<file path="src/rtl/byte_xform_arbiter.sv">
// Round-robin arbiter sharing one combinational byte-transform unit between two requesters.
// Optional grant counters are enabled with the XFA_STATS_EN macro.
module byte_xform_arbiter #(
  parameter int DATA_W = 8,
  parameter int CNT_W  = 8
) (
  input  logic              clk,
  input  logic              clear_n,
  input  logic              req0_valid,
  input  logic [DATA_W-1:0] req0_data,
  output logic              req0_ready,
  input  logic              req1_valid,
  input  logic [DATA_W-1:0] req1_data,
  output logic              req1_ready,
  output logic              rsp_valid,
  output logic [DATA_W-1:0] rsp_data,
  output logic              rsp_id,
  input  logic              rsp_ready,
  output logic              cct_clear,
  output logic [DATA_W-1:0] cct_input,
  input  logic [DATA_W-1:0] cct_output,
  output logic              busy
`ifdef XFA_STATS_EN
  ,
  input  logic              stats_clr,
  output logic [CNT_W-1:0]  grant_cnt0,
  output logic [CNT_W-1:0]  grant_cnt1
`endif
);

  typedef enum logic [1:0] {
    S_IDLE = 2'd0,
    S_EXEC = 2'd1,
    S_RESP = 2'd2
  } state_t;

  state_t              state_q, state_d;
  logic                rr_last_q, rr_last_d;
  logic                rsp_valid_q, rsp_valid_d;
  logic [DATA_W-1:0]   rsp_data_q, rsp_data_d;
  logic                rsp_id_q, rsp_id_d;
  logic [DATA_W-1:0]   cct_input_q, cct_input_d;
  logic                cct_clear_q, cct_clear_d;

  logic grant_valid;
  logic grant_id;
  logic rsp_fire;

  // Handshakes: a transfer happens on a rising edge where valid and ready are both high;
  // the producer holds valid/data stable until that edge, and ready never depends on anything
  // but the current state and the presented valids.
  always_comb begin
    grant_valid = (state_q == S_IDLE) && clear_n && (req0_valid || req1_valid);
    grant_id    = req0_valid ? (req1_valid ? ~rr_last_q : 1'b0) : 1'b1;
    rsp_fire    = (state_q == S_RESP) && rsp_valid_q && rsp_ready;
  end

  always_ff @(posedge clk) begin
    if (!clear_n) begin
      state_q     <= S_IDLE;
      rr_last_q   <= 1'b1;
      rsp_valid_q <= 1'b0;
      rsp_data_q  <= '0;
      rsp_id_q    <= 1'b0;
      cct_input_q <= '0;
      cct_clear_q <= 1'b1;
    end else begin
      state_q     <= state_d;
      rr_last_q   <= rr_last_d;
      rsp_valid_q <= rsp_valid_d;
      rsp_data_q  <= rsp_data_d;
      rsp_id_q    <= rsp_id_d;
      cct_input_q <= cct_input_d;
      cct_clear_q <= cct_clear_d;
    end
  end

  always_comb begin
    state_d = state_q;
    case (state_q)
      S_IDLE:  if (grant_valid) state_d = S_EXEC;
      S_EXEC:  state_d = S_RESP;
      S_RESP:  if (rsp_fire) state_d = S_IDLE;
      default: state_d = S_IDLE;
    endcase
  end

  always_comb begin
    rr_last_d   = rr_last_q;
    rsp_valid_d = rsp_valid_q;
    rsp_data_d  = rsp_data_q;
    rsp_id_d    = rsp_id_q;
    cct_input_d = cct_input_q;
    cct_clear_d = cct_clear_q;
    req0_ready  = grant_valid && !grant_id;
    req1_ready  = grant_valid && grant_id;
    case (state_q)
      S_IDLE: begin
        if (grant_valid) begin
          cct_input_d = grant_id ? req1_data : req0_data;
          rsp_id_d    = grant_id;
          cct_clear_d = 1'b0;
        end
      end
      S_EXEC: begin
        rsp_data_d  = cct_output;
        rsp_valid_d = 1'b1;
      end
      S_RESP: begin
        // Returning to IDLE puts the unit back into its cleared, zero-operand condition.
        if (rsp_fire) begin
          rsp_valid_d = 1'b0;
          rr_last_d   = rsp_id_q;
          cct_clear_d = 1'b1;
          cct_input_d = '0;
        end
      end
      default: ;
    endcase
  end

  assign rsp_valid = rsp_valid_q;
  assign rsp_data  = rsp_data_q;
  assign rsp_id    = rsp_id_q;
  assign cct_clear = cct_clear_q;
  assign cct_input = cct_input_q;
  assign busy      = (state_q != S_IDLE);

`ifdef XFA_STATS_EN
  logic [CNT_W-1:0] grant_cnt0_q, grant_cnt0_d;
  logic [CNT_W-1:0] grant_cnt1_q, grant_cnt1_d;

  // Counters saturate at all-ones; a clear pulse beats a grant in the same cycle.
  always_comb begin
    grant_cnt0_d = grant_cnt0_q;
    grant_cnt1_d = grant_cnt1_q;
    if (stats_clr) begin
      grant_cnt0_d = '0;
      grant_cnt1_d = '0;
    end else if (grant_valid) begin
      if (!grant_id && (grant_cnt0_q != {CNT_W{1'b1}})) grant_cnt0_d = grant_cnt0_q + 1'b1;
      if (grant_id && (grant_cnt1_q != {CNT_W{1'b1}}))  grant_cnt1_d = grant_cnt1_q + 1'b1;
    end
  end

  always_ff @(posedge clk) begin
    if (!clear_n) begin
      grant_cnt0_q <= '0;
      grant_cnt1_q <= '0;
    end else begin
      grant_cnt0_q <= grant_cnt0_d;
      grant_cnt1_q <= grant_cnt1_d;
    end
  end

  assign grant_cnt0 = grant_cnt0_q;
  assign grant_cnt1 = grant_cnt1_q;
`endif

endmodule
</file>
<file path="config.mk">
export PLATFORM = sky130hd
export DESIGN_NAME = byte_xform_arbiter
export DESIGN_NICKNAME = d
export VERILOG_FILES = /design/src/rtl/byte_xform_arbiter.sv
export SDC_FILE = /design/constraint.sdc
export NUM_CORES = 1
export LEC_CHECK = 0
export ABC_CLOCK_PERIOD_IN_PS = 3500
export CAP_MARGIN = 15
export CORE_AREA = 2 2 65 61
export CTS_CLUSTER_SIZE = 24
export DETAILED_ROUTE_END_ITERATION = 6
export DIE_AREA = 0 0 67 63
export GPL_ROUTABILITY_DRIVEN = 0
export PLACE_DENSITY = 0.57
export SYNTH_ARGS = -nofsm -noshare
export SYNTH_HDL_FRONTEND = slang
export SYNTH_SLANG_ARGS = --single-unit
</file>
<file path="constraint.sdc">
create_clock -name clk -period 3.5 [get_ports clk]
set_clock_uncertainty 0.2 [all_clocks]
set_input_delay 0.875 -clock clk [delete_from_list [all_inputs] [get_ports clk]]
set_output_delay 0.875 -clock clk [all_outputs]
set_load 0.05 [all_outputs]
</file>
==> results_dict.tcl <==
set metrics [dict create \
    final_common_cell "clkdlybuf4s50_1" \
    finalCritPeriodShare 0.893 \
    core_mm2 0.00357 \
    setup_ws_ns 0.375 \
    required_ns 2.42 \
    post_cts_buffers 0 \
    worstSetupPathType "input pin to primary output" \
    drc 0 \
    clk_pin_slew_ns 0.08 \
    rrSetupSlack_ns 1.79 \
    use_met3 0.0144 \
    antenna_found_initial 0 \
    grt_pass1_vias 981 \
    drtIter0Drc 37 \
    clockBufferDepth 2 \
    grt-busiest-layer "met2" \
    min_to "rsp_data[1]" \
    hp-class "register to register" \
    syn_area_per_cell_um2 8.53 \
    yosysSeqAreaShare 0.465 \
    htreeDepth 1 \
    cp_max_fo 5 \
    cts_hold_buffers 0 \
    synth_seq_cells 22 \
    power.total_w 0.000738 \
    wl_mm 2.83 \
    io_buffers 50 \
    r2r_start "state_q[1]" \
    yosys_warnings 0 \
    hold_path_depth 2 \
    routedWlPerCell_um 13.6 \
    use_met2 0.228 \
    yosysUniqueCellTypes 30 \
    fillers 365 \
    critPathArrivalTime_ns 2.05 \
    fin_tns_setup_ns 0 \
    fin_crit_ns 3.12 \
    dieWidth_um 67 \
    dieArea_mm2 0.00422 \
    hold_ws_ns 0.256 \
    tightest_slew_ns 0.614 \
    reg2reg_to "cct_input[1]" \
    p_leak_nw 0.569 \
    startpoint_type "input pin" \
    viasPerCell 4.89 \
    syn-cell-area_um2 947 \
    async_flop_share 0 \
    synthesis.instances 111 \
    syn2layout_area_growth_pct 68.3 \
    peakVddDrop_v 0.000209 \
    antennaDiodeCount 0 \
    rr_worst_depth 3 \
    drv_cap 0 \
    post-route-util 0.446 \
    startpoint "clear_n" \
    status "finished clean" \
    die_h_um 63 \
    cts.sinks 22 \
    final_antenna_net_count 0 \
    grt_start_max_net_pins 20 \
    ys.flop_type "dfxtp_1" \
    cts_root_buf "clkbuf_8" \
    start_util 0.265 \
    overflow 0 \
    final_cell_mix "48 x clkdlybuf4s50_1, 22 x dfxtp_1, 17 x nand2_1, 11 x a21oi_1, 9 x nand3_1" \
    drive_above_1_share 0.0926 \
    power.density_mw_per_mm2 463 \
    synth_edf_count 0 \
    synth_nets 140 \
    fmax_mhz 320 \
    ioPinCount 51 \
    cts_tree "yes" \
    num_vias 1018 \
    slew_viol_final 0 \
    final_hold_viol_count 0 \
    drt_pre_antenna_iters 4 \
    ctsResizeCount 0 \
    grt_use_met1 0.180 \
    fin_nets 192 \
    clock_latency_ns 0.26 \
    rsz0062_at_grt "false" \
    track_usage 0.139 \
    slew_headroom 0.590 \
    cts_buffers 3 \
    dpl.hpwl_mm 2.14 \
    grt_pass1_wl_mm 4.53 \
    rows 21 \
    post-place-ws_ns 0.379 \
    min-delay-start "rsp_data[1]" \
    setup_viol 0 \
    end_kind "primary output" \
]
==> state kept, by name (all words and copies together) (netlist names) <==
name and count:
rsp_data 8, rsp_id 1, rsp_valid 1, rr_last_q 1, cct_clear 1, cct_input 8, state_q 2
==> power breakdown <==
part,internal [W],total [W],switching [W]
combinational,0.0000908,0.000216,0.000125
sequential,0.000270,0.000283,0.0000130
clock,0.000153,0.000239,0.0000864
total,0.000513,0.000738,0.000224
==> metal layers <==
layer,share of wire,up-vias,routed length (µm)
met5,0,-,0
met4,0.013,0,36
met3,0.022,4,63
met2,0.51,16,1430
met1,0.46,489,1300
li1,-,509,-
==> cell usage after synthesis (2+ instances only) <==
master,instances,area [µm²]
a2bb2oi_1,2,17.5
buf_2,2,10.0
a31oi_1,6,37.5
dfxtp_1,22,440
nand3_1,9,45.0
a21oi_1,11,55.1
nor2_1,3,11.3
o211ai_1,6,45.0
nand2b_1,3,18.8
clkbuf_1,4,15.0
a311oi_1,2,17.5
a21bo_2,2,20.0
nand4_1,6,37.5
nand2_1,17,63.8
==> worst max-delay path, cell delays in order <==
cell and delay, ns:
clkdlybuf4s50_1 0.55, nor3b_2 0.24, and3_1 0.24, buf_12 0.15
==> cell families (layout without fill, tap and decap cells) <==
kind of cell,after synthesis,count (layout),share of synthesized area
simple gates,46,46,0.252
buf+inv,10,61,0.0502
flops,22,22,0.465
mux,1,1,0.0106
compound gates,32,32,0.222
==> final cells by class <==
class	instances	area, µm²	area share
Clock buffer	3	41.3	0.0259
Timing Repair Buffer	55	558	0.350
Multi-Input combinational cell	79	459	0.288
Inverter	2	7.51	0.00471
Sequential cell	22	440	0.276
Tap cell	46	57.6	0.0361
Clock inverter	1	30.0	0.0188
==> metrics by stage <==
stage                     cells  cell area (µm²)
after floorplan             111              947
after global placement      204             1520
after detailed placement    204             1520
after CTS                   208             1590
after global routing        208             1590
final                       208             1590
==> how the worst max path moves through the flow <==
stage / end
after CTS: req0_ready
after floorplan: req0_ready
after global placement: req0_ready
after global routing: req0_ready
final: req0_ready
after detailed placement: req0_ready
Power figures use the tool's default switching activity.
